--- src/rtl/fb_arb_pkg.sv ---
// Shared types and widths for the framebuffer memory arbiter.
package fb_arb_pkg;

  localparam int ADDR_W = 18;
  localparam int DATA_W = 48;
  localparam int LEN_W  = 6;
  localparam int STAT_W = 16;

  typedef enum logic [2:0] {
    IDLE    = 3'd0,
    RD_CMD  = 3'd1,
    RD_WAIT = 3'd2,
    WR_CMD  = 3'd3,
    WR_WAIT = 3'd4
  } state_t;

endpackage

--- src/rtl/fb_wr_fifo.sv ---
// Single-clock show-ahead FIFO holding {addr,data} write words for the arbiter.
module fb_wr_fifo
  import fb_arb_pkg::*;
#(
  parameter int DEPTH = 8,
  parameter int WIDTH = ADDR_W + DATA_W
) (
  input  logic             clk,
  input  logic             reset_n,
  input  logic             push,
  input  logic [WIDTH-1:0] din,
  input  logic             pop,
  output logic [WIDTH-1:0] head,
  output logic             full,
  output logic             empty
);

  localparam int PTR_W = $clog2(DEPTH);
  localparam logic [PTR_W:0] FULL_CNT = (PTR_W + 1)'(DEPTH);

  logic [WIDTH-1:0] mem [DEPTH];
  logic [PTR_W-1:0] wr_ptr;
  logic [PTR_W-1:0] rd_ptr;
  logic [PTR_W:0]   count;
  logic             do_push;
  logic             do_pop;

  // A pop frees the slot in the same cycle, so a push against a full FIFO still lands.
  assign do_pop  = pop && !empty;
  assign do_push = push && (!full || do_pop);
  assign full    = (count == FULL_CNT);
  assign empty   = (count == '0);
  assign head    = mem[rd_ptr];

  always_ff @(posedge clk) begin
    if (do_push) mem[wr_ptr] <= din;
  end

  always_ff @(posedge clk or negedge reset_n) begin
    if (!reset_n) begin
      wr_ptr <= '0;
      rd_ptr <= '0;
      count  <= '0;
    end else begin
      if (do_push) wr_ptr <= wr_ptr + PTR_W'(1);
      if (do_pop)  rd_ptr <= rd_ptr + PTR_W'(1);
      case ({do_push, do_pop})
        2'b10:   count <= count + (PTR_W + 1)'(1);
        2'b01:   count <= count - (PTR_W + 1)'(1);
        default: count <= count;
      endcase
    end
  end

endmodule

--- src/rtl/fb_arb.sv ---
// Framebuffer PSRAM arbiter: buffered serial-loader writes vs. video read bursts.
// Optional FB_ARB_STATS_EN adds wr_cnt/drop_cnt statistic outputs.
//
//  state   | meaning
//  IDLE    | no command outstanding, arbitrate next cycle
//  RD_CMD  | read burst command presented, waiting for mem_ready
//  RD_WAIT | read burst accepted, waiting for mem_done
//  WR_CMD  | FIFO head write presented, waiting for mem_ready
//  WR_WAIT | write accepted, waiting for mem_done
module fb_arb
  import fb_arb_pkg::*;
#(
  parameter int FIFO_DEPTH = 8,
  parameter int STARVE_MAX = 4
) (
  input  logic              clk,
  input  logic              reset_n,
  input  logic              wr_stb,
  input  logic [DATA_W-1:0] wr_data,
  input  logic [ADDR_W-1:0] wr_addr,
  input  logic              rd_req,
  input  logic [ADDR_W-1:0] rd_addr,
  input  logic [LEN_W-1:0]  rd_len,
  output logic              rd_ack,
  output logic              mem_valid,
  input  logic              mem_ready,
  output logic              mem_we,
  output logic [ADDR_W-1:0] mem_addr,
  output logic [LEN_W-1:0]  mem_len,
  output logic [DATA_W-1:0] mem_wdata,
  input  logic              mem_done,
  output logic              ovf
`ifdef FB_ARB_STATS_EN
  ,
  output logic [STAT_W-1:0] wr_cnt,
  output logic [STAT_W-1:0] drop_cnt
`endif
);

  localparam int SC_W = ($clog2(STARVE_MAX + 1) > 3) ? $clog2(STARVE_MAX + 1) : 3;
  localparam logic [SC_W-1:0] STARVE_LIM = SC_W'(STARVE_MAX);

  state_t                     state;
  state_t                     state_nxt;
  logic [SC_W-1:0]            starve_cnt;
  logic                       fifo_full;
  logic                       fifo_empty;
  logic                       fifo_pop;
  logic [ADDR_W+DATA_W-1:0]   fifo_head;
  logic                       drop;
  logic                       rd_grant;
  logic                       wr_grant;
  logic                       valid_nxt;
  logic                       we_nxt;
  logic [ADDR_W-1:0]          addr_nxt;
  logic [LEN_W-1:0]           len_nxt;
  logic [DATA_W-1:0]          wdata_nxt;

  assign drop = wr_stb && fifo_full && !fifo_pop;

  fb_wr_fifo #(
    .DEPTH (FIFO_DEPTH),
    .WIDTH (ADDR_W + DATA_W)
  ) u_fifo (
    .clk     (clk),
    .reset_n (reset_n),
    .push    (wr_stb),
    .din     ({wr_addr, wr_data}),
    .pop     (fifo_pop),
    .head    (fifo_head),
    .full    (fifo_full),
    .empty   (fifo_empty)
  );

  always_comb begin
    state_nxt = state;
    rd_grant  = 1'b0;
    wr_grant  = 1'b0;
    rd_ack    = 1'b0;
    fifo_pop  = 1'b0;
    valid_nxt = mem_valid;
    we_nxt    = mem_we;
    addr_nxt  = mem_addr;
    len_nxt   = mem_len;
    wdata_nxt = mem_wdata;
    case (state)
      IDLE: begin
        // A full FIFO always wins so the loader stops losing words.
        if (rd_req && (fifo_empty || starve_cnt < STARVE_LIM) && !fifo_full) begin
          rd_grant  = 1'b1;
          state_nxt = RD_CMD;
          valid_nxt = 1'b1;
          we_nxt    = 1'b0;
          addr_nxt  = rd_addr;
          len_nxt   = rd_len;
        end else if (!fifo_empty) begin
          wr_grant  = 1'b1;
          state_nxt = WR_CMD;
          valid_nxt = 1'b1;
          we_nxt    = 1'b1;
          addr_nxt  = fifo_head[ADDR_W+DATA_W-1:DATA_W];
          len_nxt   = '0;
          wdata_nxt = fifo_head[DATA_W-1:0];
        end
      end
      RD_CMD: begin
        if (mem_ready) begin
          rd_ack    = 1'b1;
          valid_nxt = 1'b0;
          state_nxt = RD_WAIT;
        end
      end
      WR_CMD: begin
        if (mem_ready) begin
          fifo_pop  = 1'b1;
          valid_nxt = 1'b0;
          state_nxt = WR_WAIT;
        end
      end
      RD_WAIT, WR_WAIT: begin
        if (mem_done) state_nxt = IDLE;
      end
      default: state_nxt = IDLE;
    endcase
  end

  always_ff @(posedge clk or negedge reset_n) begin
    if (!reset_n) begin
      state     <= IDLE;
      mem_valid <= 1'b0;
      mem_we    <= 1'b0;
      mem_addr  <= '0;
      mem_len   <= '0;
      mem_wdata <= '0;
    end else begin
      state     <= state_nxt;
      mem_valid <= valid_nxt;
      mem_we    <= we_nxt;
      mem_addr  <= addr_nxt;
      mem_len   <= len_nxt;
      mem_wdata <= wdata_nxt;
    end
  end

  always_ff @(posedge clk or negedge reset_n) begin
    if (!reset_n) begin
      starve_cnt <= '0;
      ovf        <= 1'b0;
    end else begin
      if (fifo_empty || wr_grant) starve_cnt <= '0;
      else if (rd_grant && starve_cnt != '1) starve_cnt <= starve_cnt + SC_W'(1);
      if (drop) ovf <= 1'b1;
    end
  end

`ifdef FB_ARB_STATS_EN
  always_ff @(posedge clk or negedge reset_n) begin
    if (!reset_n) begin
      wr_cnt   <= '0;
      drop_cnt <= '0;
    end else begin
      if (state == WR_WAIT && mem_done) wr_cnt <= wr_cnt + STAT_W'(1);
      if (drop) drop_cnt <= drop_cnt + STAT_W'(1);
    end
  end
`endif

endmodule

--- config.mk ---
export PLATFORM = sky130hd
export DESIGN_NAME = fb_arb
export DESIGN_NICKNAME = d
export VERILOG_FILES = /design/src/rtl/fb_arb_pkg.sv /design/src/rtl/fb_wr_fifo.sv /design/src/rtl/fb_arb.sv
export SDC_FILE = /design/constraint.sdc
export NUM_CORES = 1
export LEC_CHECK = 0
export ABC_CLOCK_PERIOD_IN_PS = 20500
export CAP_MARGIN = 30
export CORE_UTILIZATION = 30
export DETAILED_ROUTE_END_ITERATION = 12
export DONT_BUFFER_PORTS = 1
export SLEW_MARGIN = 20
export SYNTH_ARGS = -nofsm -noshare
export SYNTH_HDL_FRONTEND = slang
export SYNTH_HIERARCHICAL = 1
export SYNTH_SLANG_ARGS = --single-unit
export TNS_END_PERCENT = 20
--- constraint.sdc ---
create_clock -name clk -period 20.5 [get_ports clk]
set_clock_uncertainty 0.15 [all_clocks]
set_input_delay 2.05 -clock clk [delete_from_list [all_inputs] [get_ports clk]]
set_output_delay 2.05 -clock clk [all_outputs]
set_load 0.005 [all_outputs]
==> results.py <==
metrics = {
    "run_status": {
        "outcome": "completed",
    },
    "power": {
        "power.density_nw_per_um2": 146,
        "power_mw": 3.98,
        "power.leakage_nw": 8.91,
        "ir_drop_mv": 0.0713,
    },
    "clock_network": {
        "clk_pin_slew_ps": 60,
        "cts_tree": "done",
        "cts.root.buffer_cell": "clkbuf_16",
        "cts_buffers": 69,
        "worstSkewPairLatency_ps": 590,
        "cts_max_level": 3,
        "cts_resized": 0,
        "postCtsHoldBufs": 0,
        "cts_setup_buffers": 0,
        "clk_path_buf_depth": 3,
        "cts_sinks": 619,
    },
    "synthesis": {
        "yosysWarningCount": 6,
        "synth_area_um2": 23800,
        "synth_async_sr_flop_share": 0.147,
        "synth_nets": 1191,
        "yosysUniqueCellTypes": 47,
        "ys_seq_area_frac": 0.761,
        "ys.flop_type": "edfxtp_1",
        "avgSynthCellArea_um2": 21.9,
        "synth-edff-count": 528,
        "syn_inst": 1088,
        "ys_ff_latch": 619,
    },
    "setup_path": {
        "path_class": "input port to output pin",
        "cp_top_family": "simple AND/OR/NAND/NOR gates",
        "setup.worst_path.start_class": "input port",
        "crit_chain": "nand3_1 > nor2_1",
        "slowest_stage": "nor2_1",
        "crit_fanout": 5,
        "worst-path-buf-inv": 0,
        "required_ps": 18300,
        "arrival_ps": 2280,
        "slowest_delay_ps": 160,
        "critPathCaptureType": "output pin",
    },
    "global_routing": {
        "grt_overflow_total": 0,
        "grt_max_degree": 109,
        "grt_pass1_wl_mm": 75.1,
        "antenna_found_initial": 1,
        "grt_pass1_vias": 11221,
        "track_usage": 0.125,
    },
    "floorplanning": {
        "row_count": 102,
        "coreArea_um2": 78000,
        "dieWidth_um": 284,
        "die_h_um": 284,
        "initial_core_util": 0.306,
        "die-area_um2": 80600,
        "io_pins": 172,
    },
    "placed_design": {
        "place.port_buffers": 0,
        "post-dp-hpwl_mm": 28.8,
        "place_area_um2": 25100,
        "dp.cells": 2093,
        "place_congestion": 0.769,
    },
    "sta": {
        "fmax_mhz": 223,
        "tightest_slew_ps": 977,
        "timing.final.crit_share": 0.219,
        "final-setup-viol-count": 0,
        "grt_setup_unrepaired": "no",
        "hold_slack_ps": 310,
        "slew_headroom": 0.349,
        "final_max_slew_viol_count": 0,
        "hold_viol": 0,
        "fin_tns_setup_ps": 0,
        "min_period_ps": 4480,
    },
    "cells_and_area": {
        "fillers": 7121,
        "drive_gt1_frac": 0.327,
        "final_cells": 2220,
        "layout.nets": 1228,
        "syn_to_final_growth_pct": 14.8,
        "fin_area_um2": 27400,
        "diodes": 0,
    },
    "min_path": {
        "hp-class": "register to register",
    },
    "routing": {
        "route.vias.total": 10400,
        "drc": 0,
        "first_pass_iters": 5,
        "via_per_inst": 4.68,
        "antenna_left": 0,
        "first_iter_violations": 738,
        "wire_per_inst_um": 22.4,
        "wl_mm": 49.7,
    },
    "job": {
        "drv_cap": 0,
    },
}
==> metrics by stage <==
| stage | setup slack (ps) | util |
|---|---|---|
| final | 16020 | 0.351 |
| after global routing | 15790 | 0.351 |
| after CTS | 16010 | 0.351 |
| after detailed placement | 15370 | 0.322 |
| after global placement | 15410 | 0.321 |
| after floorplan | 12380 | - |
==> cell families (layout without fill, tap and decap cells) <==
| logic type | Yosys count | in the layout | synth area share |
|---|---|---|---|
| AOI/OAI and AO/OA | 59 | 59 | 0.0164 |
| xor gates and xnor gates | 5 | 5 | 0.00184 |
| adders and majority gates | 7 | 7 | 0.00399 |
| buffers and inverters | 66 | 158 | 0.0152 |
| DFF | 619 | 619 | 0.761 |
| muxes | 268 | 268 | 0.189 |
| and+or+nand+nor | 64 | 64 | 0.0123 |
==> per-layer routing <==
metal  global-route usage  up-vias  wire length, um
li1                     -     4546                -
met1                0.162     5525            21500
met2                0.201      250            23900
met3               0.0378       77             3200
met4               0.0381        2             1100
met5                    0        -               13
==> layout by cell type, fill, tap and decap left out, types with 6 or more instances in the layout <==
master,netlist,layout
edfxtp_1,528,528
mux4_2,132,132
mux2_2,107,107
dfrtp_1,91,88
clkbuf_16,0,71
nand2_1,29,29
o21ai_0,25,25
mux2i_1,19,19
clkbuf_1,21,19
buf_4,3,16
inv_1,12,12
clkinv_2,0,11
nor2_1,15,9
mux2_4,9,9
a21oi_1,6,6
a22o_1,6,6
ha_1,6,6
bufinv_16,0,6
nor2_4,0,6
==> power by group <==
part / switching [mW] / internal, mW / leakage [nW] / total [mW]
registers: 0.142 / 1.63 / 5.89 / 1.77
logic: 0.487 / 0.503 / 1.93 / 0.990
clock network: 0.491 / 0.729 / 1.09 / 1.22
==> state kept, by name, summed over array words and instances (netlist names) <==
signal,cells
mem_len,6
state,3
mem_addr,18
ovf,1
u_fifo/mem,528
u_fifo/rd_ptr,3
u_fifo/count,4
mem_we,1
mem_wdata,48
mem_valid,1
starve_cnt,3
u_fifo/wr_ptr,3
==> path summary, 6_finish.rpt <==
path / start / endpoint / slack [ps] / depth (start not counted)
worst max register to register: state[0] / u_fifo/mem[4][35] / 16960 / 6
worst min register to register: state[2] / state[1] / 310 / 1
worst max-delay path: mem_ready / rd_ack / 16020 / 2
worst min-delay path: state[2] / state[1] / 310 / 1
max in group asynchronous: reset_n / mem_wdata[20] / 18970 / 0
min in group asynchronous: reset_n / mem_addr[11] / 1010 / 0
==> final cells by class <==
type / count / area, um2 / area share
Sequential cell: 619 / 18100 / 0.663
Clock inverter: 33 / 363 / 0.0133
Clock buffer: 93 / 1890 / 0.0691
Multi-Input combinational cell: 403 / 5390 / 0.197
Tap cell: 1040 / 1300 / 0.0476
Timing Repair Buffer: 20 / 223 / 0.00814
Inverter: 12 / 45.0 / 0.00165
==> cell usage after synthesis, types with 2 or more instances <==
cell / instances / area [um2]
a211o_1: 2 / 17.5
a211oi_1: 2 / 15.0
a21o_1: 3 / 22.5
a21oi_1: 6 / 30.0
a22o_1: 6 / 52.6
a2bb2oi_1: 2 / 17.5
buf_2: 19 / 95.1
buf_4: 3 / 22.5
buf_6: 9 / 101
clkbuf_1: 21 / 78.8
dfrtp_1: 91 / 2280
edfxtp_1: 528 / 15900
ha_1: 6 / 75.1
inv_1: 12 / 45.0
mux2_2: 107 / 1200
mux2_4: 9 / 135
mux2i_1: 19 / 190
mux4_2: 132 / 2970
nand2_1: 29 / 109
nand2b_1: 5 / 31.3
nand3_1: 3 / 15.0
nor2_1: 15 / 56.3
nor3_1: 3 / 15.0
o211ai_1: 2 / 15.0
o21ai_0: 25 / 125
or3_1: 5 / 31.3
xnor2_1: 2 / 17.5
xor2_1: 3 / 26.3
==> worst reg2reg max path: stages (launching register included) <==
cell	delay, ps
dfrtp_1	480
nand4_1	190
inv_1	280
o31a_1	370
nand2b_1	290
nor2_4	650
buf_4	710
No activity file was read; power rests on OpenSTA's default activity.
